**src/rtl/mem_port_pkg.sv**
```systemverilog
// Shared types and default widths for the data-side memory port.
// Modules take these defaults and may override them per instance.
package mem_port_pkg;

  localparam int DEPTH_D  = 4;
  localparam int ADDR_W_D = 32;
  localparam int DATA_W_D = 32;

  typedef enum logic [1:0] {
    IDLE    = 2'd0,
    WR_WAIT = 2'd1,
    RD_WAIT = 2'd2
  } state_t;

  // One buffered store at the default widths.
  typedef struct packed {
    logic [ADDR_W_D-3:0] addr_word;
    logic [DATA_W_D-1:0] data;
  } entry_t;

endpackage

```
**src/rtl/store_fifo.sv**
```systemverilog
// In-order write buffer for posted stores, with a parallel
// address search that returns the youngest matching entry.
module store_fifo
  import mem_port_pkg::*;
#(
  parameter int DEPTH = DEPTH_D,
  parameter int AW    = ADDR_W_D - 2,
  parameter int DW    = DATA_W_D,
  localparam int PW   = $clog2(DEPTH),
  localparam int CW   = PW + 1
) (
  input  logic          clk,
  input  logic          rst_n,
  input  logic          push,
  input  logic [AW-1:0] push_addr,
  input  logic [DW-1:0] push_data,
  input  logic          pop,
  input  logic [AW-1:0] lookup_addr,
  output logic          hit,
  output logic [DW-1:0] hit_data,
  output logic [AW-1:0] head_addr,
  output logic [DW-1:0] head_data,
  output logic          full,
  output logic          empty,
  output logic [CW-1:0] count
);

  typedef struct packed {
    logic [AW-1:0] addr_word;
    logic [DW-1:0] data;
  } slot_t;

  slot_t         slots [DEPTH];
  logic [PW-1:0] head;
  logic [PW-1:0] tail;
  logic [PW-1:0] idx;
  logic          do_push;
  logic          do_pop;

  assign full  = (count == CW'(DEPTH));
  assign empty = (count == '0);

  // A push into a full buffer is legal only alongside a pop.
  assign do_pop  = pop & ~empty;
  assign do_push = push & (~full | do_pop);

  assign head_addr = slots[head].addr_word;
  assign head_data = slots[head].data;

  always_ff @(posedge clk) begin
    if (do_push) begin
      slots[tail] <= '{addr_word: push_addr,
                       data:      push_data};
    end
  end

  always_ff @(posedge clk) begin
    if (!rst_n) begin
      head  <= '0;
      tail  <= '0;
      count <= '0;
    end else begin
      if (do_push) begin
        tail <= tail + PW'(1);
      end
      if (do_pop) begin
        head <= head + PW'(1);
      end
      count <= count + CW'(do_push)
                     - CW'(do_pop);
    end
  end

  // Walk oldest to youngest so the last match wins.
  always_comb begin
    hit      = 1'b0;
    hit_data = '0;
    idx      = head;
    for (int i = 0; i < DEPTH; i++) begin
      idx = head + PW'(i);
      if (CW'(i) < count &&
          slots[idx].addr_word == lookup_addr) begin
        hit      = 1'b1;
        hit_data = slots[idx].data;
      end
    end
  end

endmodule

```
**src/rtl/data_mem_port.sv**
```systemverilog
// Data-side memory responder: posts stores into a write buffer,
// drains them in order and serves loads from buffer or memory.
module data_mem_port
  import mem_port_pkg::*;
#(
  parameter int DEPTH  = DEPTH_D,
  parameter int ADDR_W = ADDR_W_D,
  parameter int DATA_W = DATA_W_D
) (
  input  logic              clk,
  input  logic              reset,
  input  logic              MemWrite,
  input  logic              MemRead,
  input  logic [ADDR_W-1:0] ALUResult,
  input  logic [DATA_W-1:0] WriteData,
  output logic [DATA_W-1:0] ReadData,
  output logic              Stall,
  output logic              mem_req,
  output logic              mem_we,
  output logic [ADDR_W-1:0] mem_addr,
  output logic [DATA_W-1:0] mem_wdata,
  input  logic              mem_ack,
  input  logic [DATA_W-1:0] mem_rdata
);

  localparam int AW = ADDR_W - 2;
  localparam int CW = $clog2(DEPTH) + 1;

  state_t state;
  state_t state_n;

  logic              req_n;
  logic              we_n;
  logic [ADDR_W-1:0] addr_n;
  logic [DATA_W-1:0] wdata_n;

  logic [AW-1:0]     word;
  logic              ld;
  logic              wr_ack;
  logic              rd_ack;
  logic              push;
  logic              pop;

  logic              hit;
  logic              full;
  logic              empty;
  logic [DATA_W-1:0] hit_data;
  logic [AW-1:0]     head_addr;
  logic [DATA_W-1:0] head_data;
  logic [CW-1:0]     count;
  logic              unused_bits;

  assign word        = ALUResult[ADDR_W-1:2];
  assign unused_bits = ^{ALUResult[1:0], count};

  // A simultaneous store wins; the load is dropped.
  assign ld     = MemRead & ~MemWrite;
  assign wr_ack = (state == WR_WAIT) & mem_ack;
  assign rd_ack = (state == RD_WAIT) & mem_ack;

  assign Stall = reset &
                 ((MemWrite & full & ~wr_ack) |
                  (ld & ~hit & ~rd_ack));

  assign push = reset & MemWrite & ~Stall;
  assign pop  = reset & wr_ack;

  store_fifo #(
    .DEPTH (DEPTH),
    .AW    (AW),
    .DW    (DATA_W)
  ) u_fifo (
    .clk         (clk),
    .rst_n       (reset),
    .push        (push),
    .push_addr   (word),
    .push_data   (WriteData),
    .pop         (pop),
    .lookup_addr (word),
    .hit         (hit),
    .hit_data    (hit_data),
    .head_addr   (head_addr),
    .head_data   (head_data),
    .full        (full),
    .empty       (empty),
    .count       (count)
  );

  always_comb begin
    ReadData = '0;
    if (reset && ld) begin
      if (hit) begin
        ReadData = hit_data;
      end else if (rd_ack) begin
        ReadData = mem_rdata;
      end
    end
  end

  always_ff @(posedge clk) begin
    if (!reset) begin
      state     <= IDLE;
      mem_req   <= 1'b0;
      mem_we    <= 1'b0;
      mem_addr  <= '0;
      mem_wdata <= '0;
    end else begin
      state     <= state_n;
      mem_req   <= req_n;
      mem_we    <= we_n;
      mem_addr  <= addr_n;
      mem_wdata <= wdata_n;
    end
  end

  // Bus fields hold from issue through ack; IDLE always
  // spends one cycle with mem_req low between transactions.
  always_comb begin
    state_n = state;
    req_n   = mem_req;
    we_n    = mem_we;
    addr_n  = mem_addr;
    wdata_n = mem_wdata;
    unique case (state)
      IDLE: begin
        if (ld && !hit) begin
          state_n = RD_WAIT;
          req_n   = 1'b1;
          we_n    = 1'b0;
          addr_n  = {word, 2'b00};
        end else if (!empty) begin
          state_n = WR_WAIT;
          req_n   = 1'b1;
          we_n    = 1'b1;
          addr_n  = {head_addr, 2'b00};
          wdata_n = head_data;
        end
      end
      WR_WAIT, RD_WAIT: begin
        if (mem_ack) begin
          state_n = IDLE;
          req_n   = 1'b0;
        end
      end
      default: begin
        state_n = IDLE;
        req_n   = 1'b0;
      end
    endcase
  end

endmodule

```
**config.mk**
```make
export PLATFORM = sky130hd
export DESIGN_NAME = data_mem_port
export DESIGN_NICKNAME = d
export VERILOG_FILES = /design/src/rtl/mem_port_pkg.sv /design/src/rtl/store_fifo.sv /design/src/rtl/data_mem_port.sv
export SDC_FILE = /design/constraint.sdc
export NUM_CORES = 1
export LEC_CHECK = 0
export ABC_AREA = 1
export ABC_CLOCK_PERIOD_IN_PS = 3950
export BUFFER_PORTS_ARGS = -buffer_cell sky130_fd_sc_hd__buf_4
export CELL_PAD_IN_SITES_DETAIL_PLACEMENT = 0
export CELL_PAD_IN_SITES_GLOBAL_PLACEMENT = 1
export CORE_ASPECT_RATIO = 1.25
export CORE_MARGIN = 5
export CORE_UTILIZATION = 39
export DETAILED_ROUTE_END_ITERATION = 8
export PLACE_DENSITY = 0.75
export SYNTH_ARGS = -nofsm -noshare
export SYNTH_HDL_FRONTEND = slang
export SYNTH_SLANG_ARGS = --single-unit
```
**constraint.sdc**
```tcl
create_clock -name clk -period 3.95 [get_ports clk]
set_input_delay 0.79 -clock clk [delete_from_list [all_inputs] [get_ports clk]]
set_output_delay 0.79 -clock clk [all_outputs]
set_load 0.02 [all_outputs]
```
Word level (Yosys, flattened, before mapping). Memory sizes are Yosys's and may differ from the RTL's. A register that Yosys moved wholly into a read port is not among the register bits. Index checks and enable logic that the tools add are counted.

$add $sub $neg: 6. Multiply operators: 0. Div/mod/pow operators: 0. $lt $le $gt $ge: 4. Equality and inequality tests: 10. Shifts and indexed selects: 0. Muxes and demuxes: 26. Bitwise logic cells: 23. Reductions and logical operators: 13.

Operators by type and width (count): 32-bit 2-to-1 mux (9); 30-bit == test (4); 1-bit AND (13); 1-bit 2-to-1 mux (10); 2-bit 2-to-1 mux (5); 1-bit inverter (8); 1-bit logical AND (6); 1-bit by 3-bit < comparator with 1-bit output (first input constant) (2); 2-bit by 3-bit < comparator with 1-bit output (first input constant) (2); 2-bit by 1-bit adder with 2-bit output (second input constant) (2); 2-bit adder (second input constant) (2); 2-bit case mux with 2 select lines (1); 2-bit AND reduction (2); 3-bit by 1-bit adder with 3-bit output (1); 3-bit == test (second input constant) (1); 3-bit logical NOT (1); 3-bit != test (second input constant) (1); 3-bit AND reduction (1); 3-bit by 1-bit subtractor with 3-bit output (1); 2-bit by 1-bit == test with 1-bit output (second input constant) (1); 2-bit == test (second input constant) (1); 2-bit logical NOT (1); 2-bit by 1-bit != test with 1-bit output (second input constant) (1); 2-bit != test (second input constant) (1); 4 further kinds (5).

Register bits: 75. Latch bits: 0. Bits in writable memories: 248. Bits in read-only memories: 0. Memories: 1.

Memory list: u_fifo.slots (depth 4, width 62, rd ports 4, clocked after Yosys merged registers in 1, wr ports 1, RTL line store_fifo.sv:33) `slot_t slots [DEPTH];`.

Depth between registers and ports, before layout. Gate-level depths: netlist of the first run. An unclocked memory read counts as a cell.

Depth in word-level cells: 17. Depth in mapped cells: 23.

Modules after synthesis. A second synthesis of the first run with hierarchy kept.

Cell total of the unflattened synthesis: 2886. Area total of the unflattened synthesis: 20642.3 um^2.

By module, submodules not included: store_fifo (instances 1, cells each 2362, area each 17236.5 um^2, sequential area each 7627.3 um^2); data_mem_port (instances 1, cells each 524, area each 3405.8 um^2, sequential area each 1321.3 um^2).

Worst setup path after synthesis of the first run. Ideal clock, no wire load.

Path type: input -> register. Start point: in mem_ack. End point: mem u_fifo.slots[0][0] (netlist bit), enable pin. Arrival: 3.694 ns. Required time: 3.468 ns. Path slack: -0.226 ns. Stages on the path: 4. Buffers on the path: 0. Cell sequence: nand2_1 -> nand4_1 -> nand2_1 -> nor2_1.

Word-level cells in the longest chain between the ends: 10. Elaborated cells between the ends (all ways): 16. Classes of those cells: 2 x mux; 14 x bitwise.

Ends and longest elaborated chain: from (decl) (RTL line data_mem_port.sv:22) `input logic mem_ack,`; 1-bit AND, on equally long branches (RTL line data_mem_port.sv:58, data_mem_port.sv:59); 1-bit inverter, on equally long branches (RTL line data_mem_port.sv:62, data_mem_port.sv:63); 1-bit AND, on equally long branches (RTL line data_mem_port.sv:62, data_mem_port.sv:63); 1-bit OR (RTL line data_mem_port.sv:62) `((MemWrite & full & ~wr_ack) |`; 1-bit AND (RTL line data_mem_port.sv:61) `assign Stall = reset &`; 1-bit inverter (RTL line data_mem_port.sv:65) `assign push = reset & MemWrite & ~Stall;`; 1-bit AND (RTL line data_mem_port.sv:65); 1-bit AND * (RTL line store_fifo.sv:45) `assign do_push = push & (~full | do_pop);`; 1-bit 2-to-1 mux * (RTL line store_fifo.sv:51) `if (do_push) begin`; 1-bit 2-to-1 mux (not written as such) * (RTL line store_fifo.sv:52) `slots[tail] <= '{addr_word: push_addr,`; to (decl) (RTL line store_fifo.sv:33).

Every way passes the cells marked *; elsewhere a longest branch is shown, timed or not.

Worst setup path in the final report of the first run.
Start point: reg u_fifo.head[0]. End point: out ReadData[30].

Word-level cells in the longest chain between the ends: 9. Elaborated cells between the ends (all ways): 18. Classes of those cells: 3 x add/sub; 3 x eq/ne; 8 x mux; 3 x reduce/logical; 1 x memory.

Ends and longest elaborated chain: from (decl) (RTL line store_fifo.sv:34) `logic [PW-1:0] head;`; from (signal assigned) (RTL line store_fifo.sv:67) `head <= head + PW'(1);`; 2-bit by 1-bit adder with 2-bit output (RTL line store_fifo.sv:80) `idx = head + PW'(i);`; memory read 4 x 62 bit *; 30-bit == test (RTL line store_fifo.sv:82) `slots[idx].addr_word == lookup_addr) begin`; 1-bit logical AND (RTL line store_fifo.sv:81) `if (CW'(i) < count &&`; 32-bit 2-to-1 mux or 1-bit 2-to-1 mux (tied branches) (3 in series) (RTL line store_fifo.sv:81); 32-bit 2-to-1 mux * (RTL line data_mem_port.sv:92) `if (hit) begin`; 32-bit 2-to-1 mux * (RTL line data_mem_port.sv:91) `if (reset && ld) begin`; to (decl) (RTL line data_mem_port.sv:16) `output logic [DATA_W-1:0] ReadData,`.

Marks and branches as above.

==> results of run 1 <==
[state kept, by name, indices dropped and copies added (netlist names), 2 cells and up, named ones only]
| name | cells |
|---|---|
| u_fifo.count | 3 |
| u_fifo.tail | 2 |
| state | 2 |
| mem_addr | 30 |
| u_fifo.slots | 248 |
| mem_wdata | 32 |
| u_fifo.head | 2 |
[worst min path at each step]
| stage | end | from | slack, ns |
|---|---|---|---|
| finish | u_fifo.slots[2][5] | WriteData[5] | 0.43 |
| global route | u_fifo.slots[3][2] | WriteData[2] | 0.41 |
| CTS | u_fifo.slots[0][15] | WriteData[15] | 0.40 |
| detailed placement | mem_we | mem_we | 0.46 |
| global placement | mem_wdata[16] | mem_wdata[16] | 0.46 |
| floorplan | state[1] | state[1] | 0.46 |
[layout by cell type, fill, tap and decap left out, drive strengths merged]
cell and count:
diode 4, or2 1, clkinv 10, clkbuf 52
nand4 7, bufbuf 1, ha 11, xor2 4
and2 2, conb 2, nand3 252, o22ai 32
nor2 306, clkinvlp 1, dfxtp 75, buf 406
bufinv 6, fa 1, nor3 3, o21ai 261
edfxtp 248, nor4 1, inv 236, o32ai 1
a221oi 25, a21oi 147, a32o 6, o211ai 32
nand2 1389
[per-layer routing]
metal	global-route usage	wire, um	vias to the layer above
met5	0	35	-
met3	0.0381	5240	203
met1	0.316	32400	10487
li1	-	-	11038
met2	0.476	41500	820
met4	0.133	4190	6
[per-stage QoR]
stage	setup slack [ns]	instances
finish	-0.359	4249
global route	-0.536	4248
CTS	-0.352	4234
detailed placement	0.0925	4135
global placement	0.110	4135
floorplan	-0.226	3224
[cell type report]
type / instances / share of cell area
diodes: 4 / 0.000368
multi-input cells: 2483 / 0.405
clock inverters: 19 / 0.00923
repair buffers: 410 / 0.150
flip-flops and latches: 323 / 0.329
clock buffers: 49 / 0.0399
well taps: 727 / 0.0334
inverters: 234 / 0.0332
[cells by family after synthesis]
logic type                 synth area share
other                              0.000176
adders and majority gates           0.00739
DFF                                   0.419
buffers and inverters                0.0787
xor gates and xnor gates            0.00164
and+or+nand+nor                       0.363
AOI/OAI and AO/OA                     0.130
[what timing repair did]
action / in CTS / in global routing
gates resized for setup: 112 / 33
buffers inserted: 21 / 8
endpoints found under the setup margin: 33 / 33
pin swaps: 20 / 7
gates cloned: 10 / 3
[power by group]
part | internal, W | total (W) | switching, W
Clock | 0.00233 | 0.00382 | 0.00148
Sequential | 0.00394 | 0.00409 | 0.000151
Combinational | 0.000907 | 0.00242 | 0.00151
==> tab_implementation.tex, run 1 <==
\begin{tabular}{lr}
\hline
Metric & Value \\
\hline
\multicolumn{2}{l}{\textbf{STA}} \\
Post-layout worst setup margin & -0.359 ns \\
Peak clock frequency supported by timing & 232 MHz \\
Max Slew Vio Count & 0 \\
Worst Tran Pin Value & 0.740 ns \\
Min Clock Period, post-route & 4.31 ns \\
Worst hold slack after final layout & 0.427 ns \\
Post-route clock period utilization & 1.09 \\
Unrepaired setup endpoints after global routing & yes \\
Final number of setup-violating endpoints & 33 \\
Worst max-slew margin expressed relative to the limit & 0.507 \\
Final Hold Fails & 0 \\
Clock tree skew after final layout & 0.0208 ns \\
Sum Neg Setup Slack & -9.67 ns \\
\multicolumn{2}{l}{\textbf{Global route}} \\
Via count of the first global-routing pass & 21.3k \\
Overall Global Routing Usage & 0.269 \\
Total global routing overflow & 0 \\
Maximum number of pins on one net before global-route repair & 65 \\
Number of antenna violations at the first check in global routing & 6 \\
Global-route wire length before repair & 124,000 um \\
\multicolumn{2}{l}{\textbf{CTS}} \\
CTS tree & yes \\
Clock root cell & sky130\_fd\_sc\_hd\_\_clkbuf\_16 \\
Buffer depth of the longest clock path & 3 \\
Clk\_lat worst skew & 0.57 ns \\
CTS H-tree lvls & 2 \\
Post-CTS Hold Fix Bufs & 0 \\
Number of buffers inserted during clock tree synthesis & 38 \\
Post-CTS clock slew at the launch and capture registers of the worst setup and hold paths & 0.06 ns \\
Clock tree sinks & around 320 \\
\multicolumn{2}{l}{\textbf{Worst setup path}} \\
Crit path max-delay family & simple AND/OR/NAND/NOR gates \\
Kind of critical path & register to output pin \\
CP cell instances & buf\_12 > buf\_12 > buf\_16 > nand2\_1 > nand2\_1 > nand2\_1 > nand2\_1 > nand2\_1 > buf\_4 > nand2\_1 > nor2\_2 > nand4\_1 > nor2\_1 > nand4\_1 > nor2\_4 > buf\_12 > buf\_4 > buf\_12 > a21oi\_1 > nand2\_1 > a21oi\_2 > buf\_4 \\
Category of the worst setup path capture point & output pin \\
Buffers plus inverters on the worst setup path & 8 \\
CP Max Fanout & 16 \\
Required time at the worst-slack endpoint & 3.16 ns \\
Slowest cell on crit path & sky130\_fd\_sc\_hd\_\_dfxtp\_4 \\
Critical path depth & 22 \\
Reg2reg path depth & 23 \\
Maximum single-stage delay on the critical path & 0.37 ns \\
Worst EP arrival & 3.52 ns \\
End of the worst register-to-register path & mem\_addr[6] \\
RR Startpoint & u\_fifo.head[0] \\
Worst setup path endpoint & ReadData[30] \\
CP dominant cell by count & sky130\_fd\_sc\_hd\_\_nand2\_1 \\
Kind of launch point of the worst setup path & register \\
Critical path launch point & u\_fifo.head[0] \\
R2r setup slk & 0.56 ns \\
\multicolumn{2}{l}{\textbf{Routing}} \\
Count of unresolved DRC violations after routing & 0 \\
Number of vias after detailed routing & between 20k and 25k \\
1st-pass router iterations & 5 \\
Final routed wirelength across all metal layers & 83,300 um \\
Vias/cell & 5.31 \\
Routed len/inst & 19.6 um \\
DR iter-0 viols & 2,061 \\
Detail Route Antenna Nets & 0 \\
\multicolumn{2}{l}{\textbf{Floorplanning}} \\
Die Wd & 219 um \\
Overall die area & just under 60,000 um\^{}2 \\
Core Region & 54,000 um\^{}2 \\
Row Count & 95 \\
Die Height & 272 um \\
Initial core utilization & 0.395 \\
Top-Level Pins & 200 \\
\multicolumn{2}{l}{\textbf{Status}} \\
Violated checks & setup timing \\
Result of the run & finished with violations \\
\multicolumn{2}{l}{\textbf{Place}} \\
Instance area after placement & 24,700 um\^{}2 \\
Placer congestion estimate & 0.946 \\
Detailed placer's ending HPWL & 54,700 um \\
Count of port buffers added during placement & 195 \\
\multicolumn{2}{l}{\textbf{Finish}} \\
Summed area of non-filler cells in the final layout & around 27,000 um\^{}2 \\
Layout cells sized above 1 & 0.161 \\
Fill cell instance count of the final layout & 5,384 \\
Utilization of the core after routing & 0.505 \\
Multi-input combinational cell area & 11,000 um\^{}2 \\
Flip-flop and latch area & 8960 um\^{}2 \\
Final layout net count & 3,603 \\
Area growth from synthesis to layout & 27.6\% \\
\multicolumn{2}{l}{\textbf{Synthesis}} \\
Sequential fraction of the synthesis area & 0.419 \\
Most repeated cell in the gate-level netlist after synthesis & sky130\_fd\_sc\_hd\_\_nand2\_1 \\
Library cell occupying the most area in the post-synthesis netlist & sky130\_fd\_sc\_hd\_\_edfxtp\_1 \\
Synth cell count leaders & sky130\_fd\_sc\_hd\_\_nand2\_1, sky130\_fd\_sc\_hd\_\_nor2\_1, sky130\_fd\_sc\_hd\_\_o21ai\_0, sky130\_fd\_sc\_hd\_\_nand3\_1, sky130\_fd\_sc\_hd\_\_edfxtp\_1 \\
Cell types with the largest area share after synthesis & sky130\_fd\_sc\_hd\_\_edfxtp\_1, sky130\_fd\_sc\_hd\_\_nand2\_1, sky130\_fd\_sc\_hd\_\_dfxtp\_1 \\
Ys async rst share & 0 \\
Most frequently used flop master after synthesis & sky130\_fd\_sc\_hd\_\_edfxtp\_1 \\
Register bit count reported by yosys & 323 \\
Synthesized instance count & 3,223 \\
Count of flip-flops with a built-in enable after synthesis & 248 \\
Yosys warning count & 0 \\
Average instance area after synthesis & 6.62 um\^{}2 \\
Combined area of all synthesized cells & 21,300 um\^{}2 \\
Synth top area share & 0.349 \\
Count of distinct cell types in the synthesized netlist & 33 \\
\multicolumn{2}{l}{\textbf{Hold path}} \\
Hold/Removal Path Class & input pin to register \\
Number of cells on the worst hold path & 1 \\
\multicolumn{2}{l}{\textbf{Power}} \\
Tot Pwr & slightly above 0.01 W \\
Power density over cell area & 379 nW/um\^{}2 \\
Leakage power total & 12.4 nW \\
Maximum vdd drop & about 320 uV \\
\multicolumn{2}{l}{\textbf{Run}} \\
Reported max-cap violation count & 0 \\
\hline
\end{tabular}
Power figures use the tool's default switching activity.
==> inputs of run 2 (changes only) <==
Settings changed: PLACE_DENSITY 0.75 to 0.87.
==> run 2 against run 1 <==
The run still ends with setup timing left; cell count is 2.0% lower; global-route usage is 1.5 points lower; non-clock buffer count is 83 lower; via count is 2.6% lower; clock skew is 0.011 ns higher; utilization is 1.3 points lower; routed wire length is 5.7% lower; combinational power is 4% lower; largest cell class unchanged; highest routed layer unchanged; critical path depth stayed put.
==> tab_implementation.tex, run 2 (synthesis results as in run 1) <==
\begin{tabular}{lr}
\hline
Metric & Value \\
\hline
\multicolumn{2}{l}{\textbf{Status}} \\
Violated checks & setup timing \\
Result of the run & finished with violations \\
\multicolumn{2}{l}{\textbf{Routing}} \\
Wire length on met3 & between 5000 and 6000 um \\
Count of unresolved DRC violations after routing & 0 \\
Detail Route Antenna Nets & 0 \\
Vias/cell & 5.27 \\
DR iter-0 viols & 2,006 \\
Routed len/inst & 18.9 um \\
Met1 wire length & a little over 30,000 um \\
Amount of wire on met2 after detailed routing & 38,600 um \\
Final routed wirelength across all metal layers & a little under 80,000 um \\
Top layer used by detailed routing & met5 \\
1st-pass router iterations & 9 \\
Number of vias after detailed routing & 22.0k \\
\multicolumn{2}{l}{\textbf{Global route}} \\
Global-route wire length before repair & approximately 120,000 um \\
Number of antenna violations at the first check in global routing & 6 \\
Total global routing overflow & 0 \\
Via count of the first global-routing pass & 20.3k \\
Maximum number of pins on one net before global-route repair & 91 \\
Overall Global Routing Usage & 0.253 \\
\multicolumn{2}{l}{\textbf{STA}} \\
Post-route clock period utilization & 1.08 \\
Clock tree skew after final layout & 0.0316 ns \\
Max Slew Vio Count & 0 \\
Worst Tran Pin Value & 0.859 ns \\
Post-layout worst setup margin & -0.302 ns \\
Worst max-slew margin expressed relative to the limit & 0.428 \\
Final number of setup-violating endpoints & 32 \\
Unrepaired setup endpoints after global routing & yes \\
Min Clock Period, post-route & approximately 4.3 ns \\
Final Hold Fails & 0 \\
Peak clock frequency supported by timing & 235 MHz \\
\multicolumn{2}{l}{\textbf{CTS}} \\
Post-CTS clock slew at the launch and capture registers of the worst setup and hold paths & 0.06 ns \\
Buffer depth of the longest clock path & 3 \\
Clock tree sinks & 323 \\
Post-CTS Hold Fix Bufs & 0 \\
Clock root cell & sky130\_fd\_sc\_hd\_\_clkbuf\_16 \\
Number of buffers inserted during clock tree synthesis & 38 \\
CTS H-tree lvls & 2 \\
CTS tree & yes \\
Clk\_lat worst skew & 0.57 ns \\
\multicolumn{2}{l}{\textbf{Place}} \\
Placer congestion estimate & 0.914 \\
Count of port buffers added during placement & just under 200 \\
Detailed placer's ending HPWL & between 50,000 and 60,000 um \\
Instance area after placement & roughly 24,000 um\^{}2 \\
\multicolumn{2}{l}{\textbf{Finish}} \\
Highest-count cells in the layout ignoring fill and taps & sky130\_fd\_sc\_hd\_\_nand2\_1, sky130\_fd\_sc\_hd\_\_nor2\_1, sky130\_fd\_sc\_hd\_\_buf\_4, sky130\_fd\_sc\_hd\_\_o21ai\_0, sky130\_fd\_sc\_hd\_\_edfxtp\_1 \\
Fill cell instance count of the final layout & 5,568 \\
Layout cells sized above 1 & 0.147 \\
Flip-flop and latch area & 8960 um\^{}2 \\
Max reg flops & between 200 and 250 \\
Most flops, register & u\_fifo.slots \\
Area growth from synthesis to layout & 24.4\% \\
Largest registers & u\_fifo.slots: 248 flops, mem\_wdata: 32 flops, mem\_addr: 30 flops \\
Most frequent standard cell in the layout excluding fill and tap cells & sky130\_fd\_sc\_hd\_\_nand2\_1 \\
Multi-input combinational cell area & between 10,000 and 15,000 um\^{}2 \\
Summed area of non-filler cells in the final layout & 26,500 um\^{}2 \\
Final layout net count & 3,520 \\
\multicolumn{2}{l}{\textbf{Power}} \\
Maximum vdd drop & roughly 350 uV \\
Power density over cell area & 374 nW/um\^{}2 \\
Leakage power total & 12.0 nW \\
Tot Pwr & 0.00993 W \\
\multicolumn{2}{l}{\textbf{Floorplanning}} \\
Overall die area & 59,500 um\^{}2 \\
Top-Level Pins & 200 \\
Die Wd & 219 um \\
Initial core utilization & 0.395 \\
Row Count & 95 \\
Core Region & 54,000 um\^{}2 \\
Die Height & 272 um \\
\multicolumn{2}{l}{\textbf{Worst setup path}} \\
Kind of launch point of the worst setup path & register \\
Required time at the worst-slack endpoint & 3.16 ns \\
Worst EP arrival & 3.46 ns \\
CP Max Fanout & 26 \\
R2r setup slk & 0.72 ns \\
Kind of critical path & register to output pin \\
Category of the worst setup path capture point & output pin \\
\multicolumn{2}{l}{\textbf{Hold path}} \\
Hold/Removal Path Class & input pin to register \\
\multicolumn{2}{l}{\textbf{Run}} \\
Reported max-cap violation count & 0 \\
\hline
\end{tabular}
## run 2: changes by cell type in the layout (fill, tap and decap cells not counted), sizes merged
cell and delta:
clkinvlp -1, bufbuf +2, diode -1, buf -87, clkinv +2, clkbuf +9, inv -3, bufinv -4
## run 2: power breakdown
group	leakage (nW)	internal, W	switching, W
clock network	0.605	0.00208	0.00145
registers	2.87	0.00394	0.000152
logic	8.50	0.000839	0.00148
## run 2: metrics by stage
step	util	setup TNS (ns)	setup WS (ns)	hold slack, ns	cells
finish	0.492	-7.46	-0.302	0.425	4166
global placement	0.446	0	0.212	0.456	4059
floorplan	-	-56.13	-0.226	0.457	3224
detailed placement	0.446	0	0.170	0.457	4059
CTS	0.484	-6.09	-0.242	0.399	4153
global route	0.492	-13.23	-0.494	0.407	4165
## run 2: worst paths after layout
check	start	to	cells after the start
max	u_fifo.head[0]	ReadData[9]	22
max reg2reg	u_fifo.head[0]	mem_addr[24]	19
min	WriteData[26]	u_fifo.slots[1][26]	1
min reg2reg	mem_req	mem_req	2
## run 2: what timing repair did
item                                    4_1_cts  5_1_grt
resized for setup                            99       57
pin swaps                                    17       14
endpoints found under the setup margin       33       33
buffers inserted                             12        5
gates cloned                                 13        5
## run 2: area by class of cell
type | instances | area share
Timing Repair Buffer | 327 | 0.127
Multi-Input combinational cell | 2483 | 0.420
Clock inverter | 13 | 0.00443
Sequential cell | 323 | 0.338
Inverter | 234 | 0.0343
Clock buffer | 56 | 0.0419
Antenna cell | 3 | 0.000283
Tap cell | 727 | 0.0343
## run 2: routing by layer
metal	up-vias	global-route usage
li1	10883	-
met1	10072	0.310
met2	841	0.447
met3	170	0.0373
met4	6	0.0980
met5	-	0
## run 2: critical path, cell delays in order, from the launching register on
cell	delay, ns
sky130_fd_sc_hd__dfxtp_4	0.44
sky130_fd_sc_hd__clkinv_8	0.12
sky130_fd_sc_hd__nand2_4	0.12
sky130_fd_sc_hd__nand2_8	0.11
sky130_fd_sc_hd__buf_12	0.18
sky130_fd_sc_hd__nand2_1	0.07
sky130_fd_sc_hd__nand2_1	0.05
sky130_fd_sc_hd__nand2_1	0.08
sky130_fd_sc_hd__nand2_2	0.09
sky130_fd_sc_hd__nor2_1	0.11
sky130_fd_sc_hd__nand2_1	0.08
sky130_fd_sc_hd__nor2_2	0.15
sky130_fd_sc_hd__nand2_2	0.09
sky130_fd_sc_hd__nor2_4	0.22
sky130_fd_sc_hd__nor2_2	0.07
sky130_fd_sc_hd__nand2_2	0.11
sky130_fd_sc_hd__inv_2	0.06
sky130_fd_sc_hd__buf_12	0.17
sky130_fd_sc_hd__a21oi_1	0.17
sky130_fd_sc_hd__nand2_2	0.10
sky130_fd_sc_hd__nand2_1	0.06
sky130_fd_sc_hd__nor2_1	0.04
sky130_fd_sc_hd__buf_4	0.15
